==> config.mk <==
export PLATFORM = sky130hd
export DESIGN_NAME = main_fsm_flat
export DESIGN_NICKNAME = d
export VERILOG_FILES = /design/src/rtl/main_fsm_pkg.sv /design/src/rtl/main_fsm_if.sv /design/src/rtl/main_fsm_outdec.sv /design/src/rtl/main_fsm.sv /design/src/flat_wrapper.sv
export SDC_FILE = /design/constraint.sdc
export NUM_CORES = 1
export LEC_CHECK = 0
export BUFFER_PORTS_ARGS = -buffer_cell sky130_fd_sc_hd__buf_4
export CAP_MARGIN = 20
export CORE_MARGIN = 1.5
export CORE_UTILIZATION = 37
export CTS_CLUSTER_SIZE = 24
export DETAILED_ROUTE_END_ITERATION = 10
export PLACE_DENSITY = 0.79
export SLEW_MARGIN = 25
export SYNTH_ARGS = -nofsm -noshare
export SYNTH_HDL_FRONTEND = slang
export SYNTH_SLANG_ARGS = --single-unit
export TNS_END_PERCENT = 20
==> constraint.sdc <==
create_clock -name clk -period 1.26 [get_ports clk]
set_input_delay 0.189 -clock clk [delete_from_list [all_inputs] [get_ports clk]]
set_output_delay 0.189 -clock clk [all_outputs]
set_load 0.05 [all_outputs]
==> src/rtl/main_fsm_pkg.sv <==
// Shared types for the multi-cycle RISC-V main control FSM: state encoding,
// supported opcodes, datapath mux select encodings and the control bundle.
package main_fsm_pkg;

   localparam int OP_W_DEF = 7;

   localparam logic [6:0] OP_LW  = 7'b0000011;
   localparam logic [6:0] OP_SW  = 7'b0100011;
   localparam logic [6:0] OP_R   = 7'b0110011;
   localparam logic [6:0] OP_I   = 7'b0010011;
   localparam logic [6:0] OP_BEQ = 7'b1100011;
   localparam logic [6:0] OP_JAL = 7'b1101111;

   localparam logic [1:0] SRC_A_PC     = 2'b00;
   localparam logic [1:0] SRC_A_OLD_PC = 2'b01;
   localparam logic [1:0] SRC_A_RS1    = 2'b10;

   localparam logic [1:0] SRC_B_RS2  = 2'b00;
   localparam logic [1:0] SRC_B_IMM  = 2'b01;
   localparam logic [1:0] SRC_B_FOUR = 2'b10;

   localparam logic [1:0] RES_ALU_OUT = 2'b00;
   localparam logic [1:0] RES_DATA    = 2'b01;
   localparam logic [1:0] RES_ALU     = 2'b10;

   localparam logic [1:0] ALU_OP_ADD   = 2'b00;
   localparam logic [1:0] ALU_OP_SUB   = 2'b01;
   localparam logic [1:0] ALU_OP_FUNCT = 2'b10;

   typedef enum logic [3:0] {
      S_FETCH    = 4'd0,
      S_DECODE   = 4'd1,
      S_MEMADR   = 4'd2,
      S_MEMREAD  = 4'd3,
      S_MEMWB    = 4'd4,
      S_MEMWRITE = 4'd5,
      S_EXECR    = 4'd6,
      S_EXECI    = 4'd7,
      S_ALUWB    = 4'd8,
      S_BEQ      = 4'd9,
      S_JAL      = 4'd10
   } state_e;

   typedef struct packed {
      logic       ir_write;
      logic       pc_update;
      logic       reg_write;
      logic       mem_write;
      logic       branch;
      logic       adr_src;
      logic [1:0] alu_src_a;
      logic [1:0] alu_src_b;
      logic [1:0] result_src;
      logic [1:0] alu_op;
      logic       illegal;
   } ctrl_t;

   function automatic logic is_legal_op(input logic [6:0] op);
      return (op == OP_LW) || (op == OP_SW) || (op == OP_R) ||
             (op == OP_I) || (op == OP_BEQ) || (op == OP_JAL);
   endfunction

endpackage

==> src/rtl/main_fsm_if.sv <==
// Controller <-> datapath bundle: opcode and memory-ready in, control strobes and
// mux selects out. master = main control FSM, slave = datapath.
interface main_fsm_if #(parameter int OP_W = 7);

   logic [OP_W-1:0] op;
   logic            mem_ready;
   logic            ir_write;
   logic            pc_update;
   logic            reg_write;
   logic            mem_write;
   logic            branch;
   logic            adr_src;
   logic [1:0]      alu_src_a;
   logic [1:0]      alu_src_b;
   logic [1:0]      result_src;
   logic [1:0]      alu_op;
   logic            illegal;

   // mem_ready is a level: the access completes in any cycle it is high.
   modport master (
      input  op, mem_ready,
      output ir_write, pc_update, reg_write, mem_write, branch, adr_src,
             alu_src_a, alu_src_b, result_src, alu_op, illegal
   );

   modport slave (
      output op, mem_ready,
      input  ir_write, pc_update, reg_write, mem_write, branch, adr_src,
             alu_src_a, alu_src_b, result_src, alu_op, illegal
   );

endinterface

==> src/rtl/main_fsm_outdec.sv <==
// Combinational state-to-control decoder. Moore outputs, except the fetch
// enables (follow mem ready) and the DECODE illegal-opcode pulse.
module main_fsm_outdec
   import main_fsm_pkg::*;
(
   input  logic       reset,
   input  state_e     state,
   input  logic [6:0] op,
   input  logic       mem_rdy,
   output ctrl_t      ctrl
);

   always_comb begin
      ctrl = '0;
      case (state)
         S_FETCH: begin
            ctrl.ir_write   = mem_rdy;
            ctrl.pc_update  = mem_rdy;
            ctrl.alu_src_a  = SRC_A_PC;
            ctrl.alu_src_b  = SRC_B_FOUR;
            ctrl.alu_op     = ALU_OP_ADD;
            ctrl.result_src = RES_ALU;
         end
         S_DECODE: begin
            ctrl.alu_src_a = SRC_A_OLD_PC;
            ctrl.alu_src_b = SRC_B_IMM;
            ctrl.alu_op    = ALU_OP_ADD;
            ctrl.illegal   = !is_legal_op(op);
         end
         S_MEMADR: begin
            ctrl.alu_src_a = SRC_A_RS1;
            ctrl.alu_src_b = SRC_B_IMM;
            ctrl.alu_op    = ALU_OP_ADD;
         end
         S_MEMREAD: begin
            ctrl.adr_src    = 1'b1;
            ctrl.result_src = RES_ALU_OUT;
         end
         S_MEMWB: begin
            ctrl.result_src = RES_DATA;
            ctrl.reg_write  = 1'b1;
         end
         S_MEMWRITE: begin
            ctrl.adr_src    = 1'b1;
            ctrl.result_src = RES_ALU_OUT;
            ctrl.mem_write  = 1'b1;
         end
         S_EXECR: begin
            ctrl.alu_src_a = SRC_A_RS1;
            ctrl.alu_src_b = SRC_B_RS2;
            ctrl.alu_op    = ALU_OP_FUNCT;
         end
         S_EXECI: begin
            ctrl.alu_src_a = SRC_A_RS1;
            ctrl.alu_src_b = SRC_B_IMM;
            ctrl.alu_op    = ALU_OP_FUNCT;
         end
         S_ALUWB: begin
            ctrl.result_src = RES_ALU_OUT;
            ctrl.reg_write  = 1'b1;
         end
         S_BEQ: begin
            ctrl.alu_src_a  = SRC_A_RS1;
            ctrl.alu_src_b  = SRC_B_RS2;
            ctrl.alu_op     = ALU_OP_SUB;
            ctrl.result_src = RES_ALU_OUT;
            ctrl.branch     = 1'b1;
         end
         S_JAL: begin
            ctrl.alu_src_a  = SRC_A_OLD_PC;
            ctrl.alu_src_b  = SRC_B_FOUR;
            ctrl.alu_op     = ALU_OP_ADD;
            ctrl.result_src = RES_ALU_OUT;
            ctrl.pc_update  = 1'b1;
         end
         default: ctrl = '0;
      endcase
      // Reset is asynchronous, so strobes must vanish without waiting for a clock.
      if (reset) ctrl = '0;
   end

endmodule

==> src/rtl/main_fsm.sv <==
// Multi-cycle RISC-V main control FSM: state register and next-state logic.
// Define MAIN_FSM_MEM_WAIT_EN to honour mem_ready stalls in FETCH/MEMREAD/MEMWRITE.
module main_fsm
   import main_fsm_pkg::*;
#(
   parameter int OP_W = OP_W_DEF
) (
   input  logic          clk,
   input  logic          reset,
   main_fsm_if.master    bus,
   output state_e        state_o
);

   state_e state_q;
   logic   mem_rdy;
   ctrl_t  ctrl;

`ifdef MAIN_FSM_MEM_WAIT_EN
   assign mem_rdy = bus.mem_ready;
`else
   logic mem_ready_unused;
   assign mem_ready_unused = bus.mem_ready;
   assign mem_rdy          = 1'b1;
`endif

   always_ff @(posedge clk or posedge reset) begin
      if (reset) begin
         state_q <= S_FETCH;
      end else begin
         case (state_q)
            S_FETCH:    if (mem_rdy) state_q <= S_DECODE;
            S_DECODE: begin
               if (bus.op[6:0] == OP_LW || bus.op[6:0] == OP_SW) state_q <= S_MEMADR;
               else if (bus.op[6:0] == OP_R)   state_q <= S_EXECR;
               else if (bus.op[6:0] == OP_I)   state_q <= S_EXECI;
               else if (bus.op[6:0] == OP_BEQ) state_q <= S_BEQ;
               else if (bus.op[6:0] == OP_JAL) state_q <= S_JAL;
               else                            state_q <= S_FETCH;
            end
            S_MEMADR:   state_q <= (bus.op[6:0] == OP_LW) ? S_MEMREAD : S_MEMWRITE;
            S_MEMREAD:  if (mem_rdy) state_q <= S_MEMWB;
            S_MEMWB:    state_q <= S_FETCH;
            S_MEMWRITE: if (mem_rdy) state_q <= S_FETCH;
            S_EXECR:    state_q <= S_ALUWB;
            S_EXECI:    state_q <= S_ALUWB;
            S_ALUWB:    state_q <= S_FETCH;
            S_BEQ:      state_q <= S_FETCH;
            S_JAL:      state_q <= S_ALUWB;
            default:    state_q <= S_FETCH;
         endcase
      end
   end

   main_fsm_outdec u_outdec (
      .reset   (reset),
      .state   (state_q),
      .op      (bus.op[6:0]),
      .mem_rdy (mem_rdy),
      .ctrl    (ctrl)
   );

   assign bus.ir_write   = ctrl.ir_write;
   assign bus.pc_update  = ctrl.pc_update;
   assign bus.reg_write  = ctrl.reg_write;
   assign bus.mem_write  = ctrl.mem_write;
   assign bus.branch     = ctrl.branch;
   assign bus.adr_src    = ctrl.adr_src;
   assign bus.alu_src_a  = ctrl.alu_src_a;
   assign bus.alu_src_b  = ctrl.alu_src_b;
   assign bus.result_src = ctrl.result_src;
   assign bus.alu_op     = ctrl.alu_op;
   assign bus.illegal    = ctrl.illegal;
   assign state_o        = state_q;

endmodule

==> src/flat_wrapper.sv <==
// flat-port wrapper written by rule: the top's interface ports become plain ports
module main_fsm_flat import main_fsm_pkg::*;
#(
   parameter int OP_W = OP_W_DEF
)
  (clk, reset, state_o, bus_op, bus_mem_ready, bus_ir_write, bus_pc_update, bus_reg_write, bus_mem_write, bus_branch, bus_adr_src, bus_alu_src_a, bus_alu_src_b, bus_result_src, bus_alu_op, bus_illegal);
  main_fsm_if #(.OP_W(OP_W)) bus_i ();
  input  logic clk;
  input  logic reset;
  output state_e state_o;
  input wire logic [$bits(bus_i.op)-1:0] bus_op;
  input wire logic [$bits(bus_i.mem_ready)-1:0] bus_mem_ready;
  output wire logic [$bits(bus_i.ir_write)-1:0] bus_ir_write;
  output wire logic [$bits(bus_i.pc_update)-1:0] bus_pc_update;
  output wire logic [$bits(bus_i.reg_write)-1:0] bus_reg_write;
  output wire logic [$bits(bus_i.mem_write)-1:0] bus_mem_write;
  output wire logic [$bits(bus_i.branch)-1:0] bus_branch;
  output wire logic [$bits(bus_i.adr_src)-1:0] bus_adr_src;
  output wire logic [$bits(bus_i.alu_src_a)-1:0] bus_alu_src_a;
  output wire logic [$bits(bus_i.alu_src_b)-1:0] bus_alu_src_b;
  output wire logic [$bits(bus_i.result_src)-1:0] bus_result_src;
  output wire logic [$bits(bus_i.alu_op)-1:0] bus_alu_op;
  output wire logic [$bits(bus_i.illegal)-1:0] bus_illegal;
  assign bus_i.op = bus_op;
  assign bus_i.mem_ready = bus_mem_ready;
  assign bus_ir_write = bus_i.ir_write;
  assign bus_pc_update = bus_i.pc_update;
  assign bus_reg_write = bus_i.reg_write;
  assign bus_mem_write = bus_i.mem_write;
  assign bus_branch = bus_i.branch;
  assign bus_adr_src = bus_i.adr_src;
  assign bus_alu_src_a = bus_i.alu_src_a;
  assign bus_alu_src_b = bus_i.alu_src_b;
  assign bus_result_src = bus_i.result_src;
  assign bus_alu_op = bus_i.alu_op;
  assign bus_illegal = bus_i.illegal;
  main_fsm #(.OP_W(OP_W)) u_core (.clk(clk), .reset(reset), .bus(bus_i), .state_o(state_o));
endmodule
==> impl_metrics.toml, run 1 <==
[clocking]
cts.hold.buffers_added = 0
cts.path.max_buffers = 2
cts.sinks = 4
cts_resized = 32
cts_root_buffer = "clkbuf_4"
numCtsBuffers = 3
cts_setup_buffers = 2
htreeDepth = 1

[yosys]
yosysWarnings = 0
avgSynthCellArea_um2 = 7.790
synthFlopType = "dfrtp_1"
synthArstFlopShare_pct = 100.0
syn_area_um2 = 483.0
synth-seq-cells = 4
synth_edf_count = 0
postSynthCellCount = 62
synth_nets = 72
synth_seq_area_share_pct = 20.73
ys_types = 30

[die]
fp.dieW_um = 39.13
initial_core_util_pct = 41.77
boundaryPins = 29
die_h_um = 39.13
row_count = 12

[placement]
postPlaceCellArea_um2 = 983.4
gp_congestion = 0.8463
io_buffers = 27
dp_worst_setup_slack_ps = -246.2
dp_hpwl_um = 1512

[outcome]
stop_stage = "clock tree synthesis"
tool.error = "[ERROR DPL-0033] detailed placement checks failed during check placement."
status = "stopped before the end"
-- logic make-up after synthesis --
| logic type | share of synthesized area, % |
|---|---|
| buf+inv | 11.92 |
| compound gates | 18.13 |
| simple gates | 37.83 |
| flops | 20.73 |
| xor+xnor | 7.255 |
| mux | 4.145 |
-- stage by stage --
step	std cells	util [%]	TNS, ps
floorplan	62	-	-8067
global placement	126	85.06	-2167
detailed placement	126	85.06	-2930
-- synth_stat cells (2+ instances only) --
| cell | count | area [um2] |
|---|---|---|
| buf_4 | 3 | 22.52 |
| xor2_1 | 3 | 26.28 |
| buf_2 | 4 | 20.02 |
| nand3b_1 | 3 | 22.52 |
| inv_1 | 3 | 11.26 |
| nand2b_1 | 3 | 18.77 |
| nor4_1 | 5 | 31.28 |
| a211oi_1 | 2 | 15.01 |
| nand2_1 | 4 | 15.01 |
| nor3_1 | 4 | 20.02 |
| mux2i_1 | 2 | 20.02 |
| o21a_1 | 2 | 15.01 |
| dfrtp_1 | 4 | 100.1 |
| nor2_1 | 4 | 15.01 |
==> run 2, diff against run 1 <==
--- a/config.mk
+++ b/config.mk
@@ -7,11 +7,10 @@
 export LEC_CHECK = 0
 export BUFFER_PORTS_ARGS = -buffer_cell sky130_fd_sc_hd__buf_4
 export CAP_MARGIN = 20
-export CORE_MARGIN = 1.5
-export CORE_UTILIZATION = 37
-export CTS_CLUSTER_SIZE = 24
+export CORE_AREA = 2 2 63 65
 export DETAILED_ROUTE_END_ITERATION = 10
-export PLACE_DENSITY = 0.79
+export DIE_AREA = 0 0 65 67
+export PLACE_DENSITY_LB_ADDON = 0.15
 export SLEW_MARGIN = 25
 export SYNTH_ARGS = -nofsm -noshare
 export SYNTH_HDL_FRONTEND = slang
==> constraint.sdc (replaced) <==
create_clock -name clk -period 1.6 [get_ports clk]
set_input_delay 0.24 -clock clk [delete_from_list [all_inputs] [get_ports clk]]
set_output_delay 0.24 -clock clk [all_outputs]
set_load 0.05 [all_outputs]
==> run 2 against run 1 <==
Against the previous run: the flow now finishes, with violations (setup timing); synthesized cell count is the same; area after synthesis is the same.
==> impl_metrics.toml, run 2 <==
[sta]
fin_crit_sh_pct = 105.3
period_needed_ps = 1686
timing.hold.ws_ps = 12.72
worst_clock_skew_ps = 4.887
relSlewSlack_pct = 79.69
slew_violations = 0
rsz0062_at_grt = "true"
worst_slew_pin_slew_ps = 301.8
setup_violations = 13
hold_viol = 0
setup_slack_ps = -85.59
fmax_mhz = 593.3

[yosys]
syn_area_um2 = 483.0
synth_seq_area_share_pct = 20.73
synth_nets = 72
ys_types = 30
yosys.area.top_type = "dfrtp_1"
synth-seq-cells = 4
synthArstFlopShare_pct = 100.0
postSynthCellCount = 62
synth_edf_count = 0
avgSynthCellArea_um2 = 7.790
yosysMostFrequentCell = "nor4_1"
yosysWarnings = 0
synthFlopType = "dfrtp_1"
synth_top_area_share_pct = 20.73
netlist_top_cells_area = "dfrtp_1 21%, nor4_1 6.5%, xor2_1 5.4%"

[pwr]
pwr-share-seq_pct = 11.9
p_int_uw = 601.6
p_leak_uw = 0.0004674
comb_power_share_pct = 69.1
peakVddDrop_mv = 0.3838
powerDensity_nw_per_um2 = 1057
p_clk_share_pct = 19.0
swShare_pct = 47.31
netSwitchingPower_uw = 540.2

[setup_path]
r2r_slack_ps = 180
rr_startpoint = "u_core.state_o[1]"
crit_path_end_kind = "output port"
r2r_end = "u_core.state_o[1]"
slowest_stage = "dfrtp_2"
startpoint_type = "flop"
required_ps = 1360
cp.arrival_ps = 1450
slowest_delay_ps = 400
cp_max_fo = 3
cp_cell_sequence = "or3b_4 -> o21a_1 -> nor3_4 -> buf_6"
criticalPathCategory = "flop to output port"
worstRegToRegCells = 5

[die]
initial_core_util_pct = 13.39
boundaryPins = 29
fp.dieW_um = 65
core-area_um2 = 3606
die_h_um = 67
row_count = 22
die_area_um2 = 4355

[cells_and_area]
largest_reg_flops = 4
insertedDiodeCount = 0
final_common_cell = "buf_4"
most-common-layout-cells = "31 x buf_4, 14 x buf_6, 4 x dfrtp_2"
drive_gt1_share_pct = 69.90
area_growth_pct = 123.6
layout.nets = 115

[min_path]
hold_path_class = "primary input to asynchronous set/reset pin"

[job]
drv_cap = 0

[outcome]
failed_checks = "setup timing"
status = "complete, but fails checks"

[clocking]
numCtsBuffers = 3
path_clk_slew_ps = 30
cts.path.max_buffers = 2
insertion_delay_ps = 220
cts_tree = "yes"
cts_root_buffer = "clkbuf_8"
htreeDepth = 1
cts.sinks = 4
cts.hold.buffers_added = 0

[grt]
antenna_found_initial = 0
grt_overflow = 0
track_usage_pct = 8.864
grt_pass1_vias = 575
grt_pass1_wl_um = 2787
grt_max_degree = 13

[placement]
dp_hpwl_um = 1341
io_buffers = 27
gp_congestion = 0.7741
dp_worst_setup_slack_ps = 2.119

[route]
routed-via-count = 615
drt_iter0_drc = 15
wl_per_cell_um = 11.58
drc = 0
drtAntennaViolNets = 0
first_pass_iters = 4
viasPerCell = 4.073
totalWireLength_um = 1748
-- run 2: cell counts after synthesis --
Identical to the previous run, type by type.
-- run 2: worst max-delay path by stage --
stage                                   to         startpoint
after floorplan           bus_alu_src_b[1]  u_core.state_o[3]
after global placement         bus_illegal          bus_op[3]
after detailed placement       bus_illegal          bus_op[3]
after CTS                 bus_alu_src_a[0]  u_core.state_o[1]
after global routing      bus_alu_src_a[0]  u_core.state_o[1]
final                     bus_alu_src_a[0]  u_core.state_o[1]
-- run 2: timing repair --
action                     CTS  global route
pin swaps                    2             4
gates resized for setup     19             5
setup endpoints to repair   15            15
buffers inserted             1             5
-- run 2: per-stage QoR --
stage               utilization [%]  setup TNS (ps)  area [um2]  instances  total power, uW
floorplan                         -           -3485       595.6         62            640.5
global placement              25.05               0       903.4        142            855.0
detailed placement            25.05               0       903.4        142            852.8
CTS                           28.28          -985.5        1020        146             1128
global route                  29.94           -1694        1080        151             1206
finish                        29.94          -480.3        1080        151             1142
-- run 2: layout make-up --
class	instances	area, um2
Timing Repair Buffer	46	410.4
Fill cell	386	2526
Multi-Input combinational cell	47	451.7
Clock buffer	3	41.29
Sequential cell	4	105.1
Tap cell	48	60.06
Inverter	3	11.26
-- run 2: cells by family (layout without fill, tap and decap cells) --
| group | count (synthesis) | after routing | share of synthesized area (%) |
|---|---|---|---|
| simple gates | 31 | 31 | 37.83 |
| buf+inv | 11 | 52 | 11.92 |
| compound gates | 10 | 10 | 18.13 |
| xor+xnor | 4 | 4 | 7.255 |
| flops | 4 | 4 | 20.73 |
| mux | 2 | 2 | 4.145 |
-- run 2: power by group through the flow --
stage,clock network (uW),logic [uW],registers [uW]
4_1_cts,222,768,137
2_1_floorplan,0,459,182
6_report,216,789,136
3_5_place_dp,0,715,138
3_3_place_gp,0,715,140
5_1_grt,233,835,138
-- run 2: metal layers --
layer / vias to the layer above / GRT usage, % / wire [um]
li1: 309 / - / -
met2: 24 / 13.14 / 816
met5: - / 0 / 0
met4: 0 / 4.787 / 27
met1: 280 / 11.28 / 795
met3: 2 / 2.872 / 108
-- run 2: critical path, delay by kind of cell, from the launching register on --
family                 cells  cell delay (ps)
flip-flops                 1              400
AO/OA/AOI/OAI              1              140
AND/OR/NAND/NOR            2              510
buffers and inverters      1              180
Note: power is estimated with default switching activity, not from simulation.
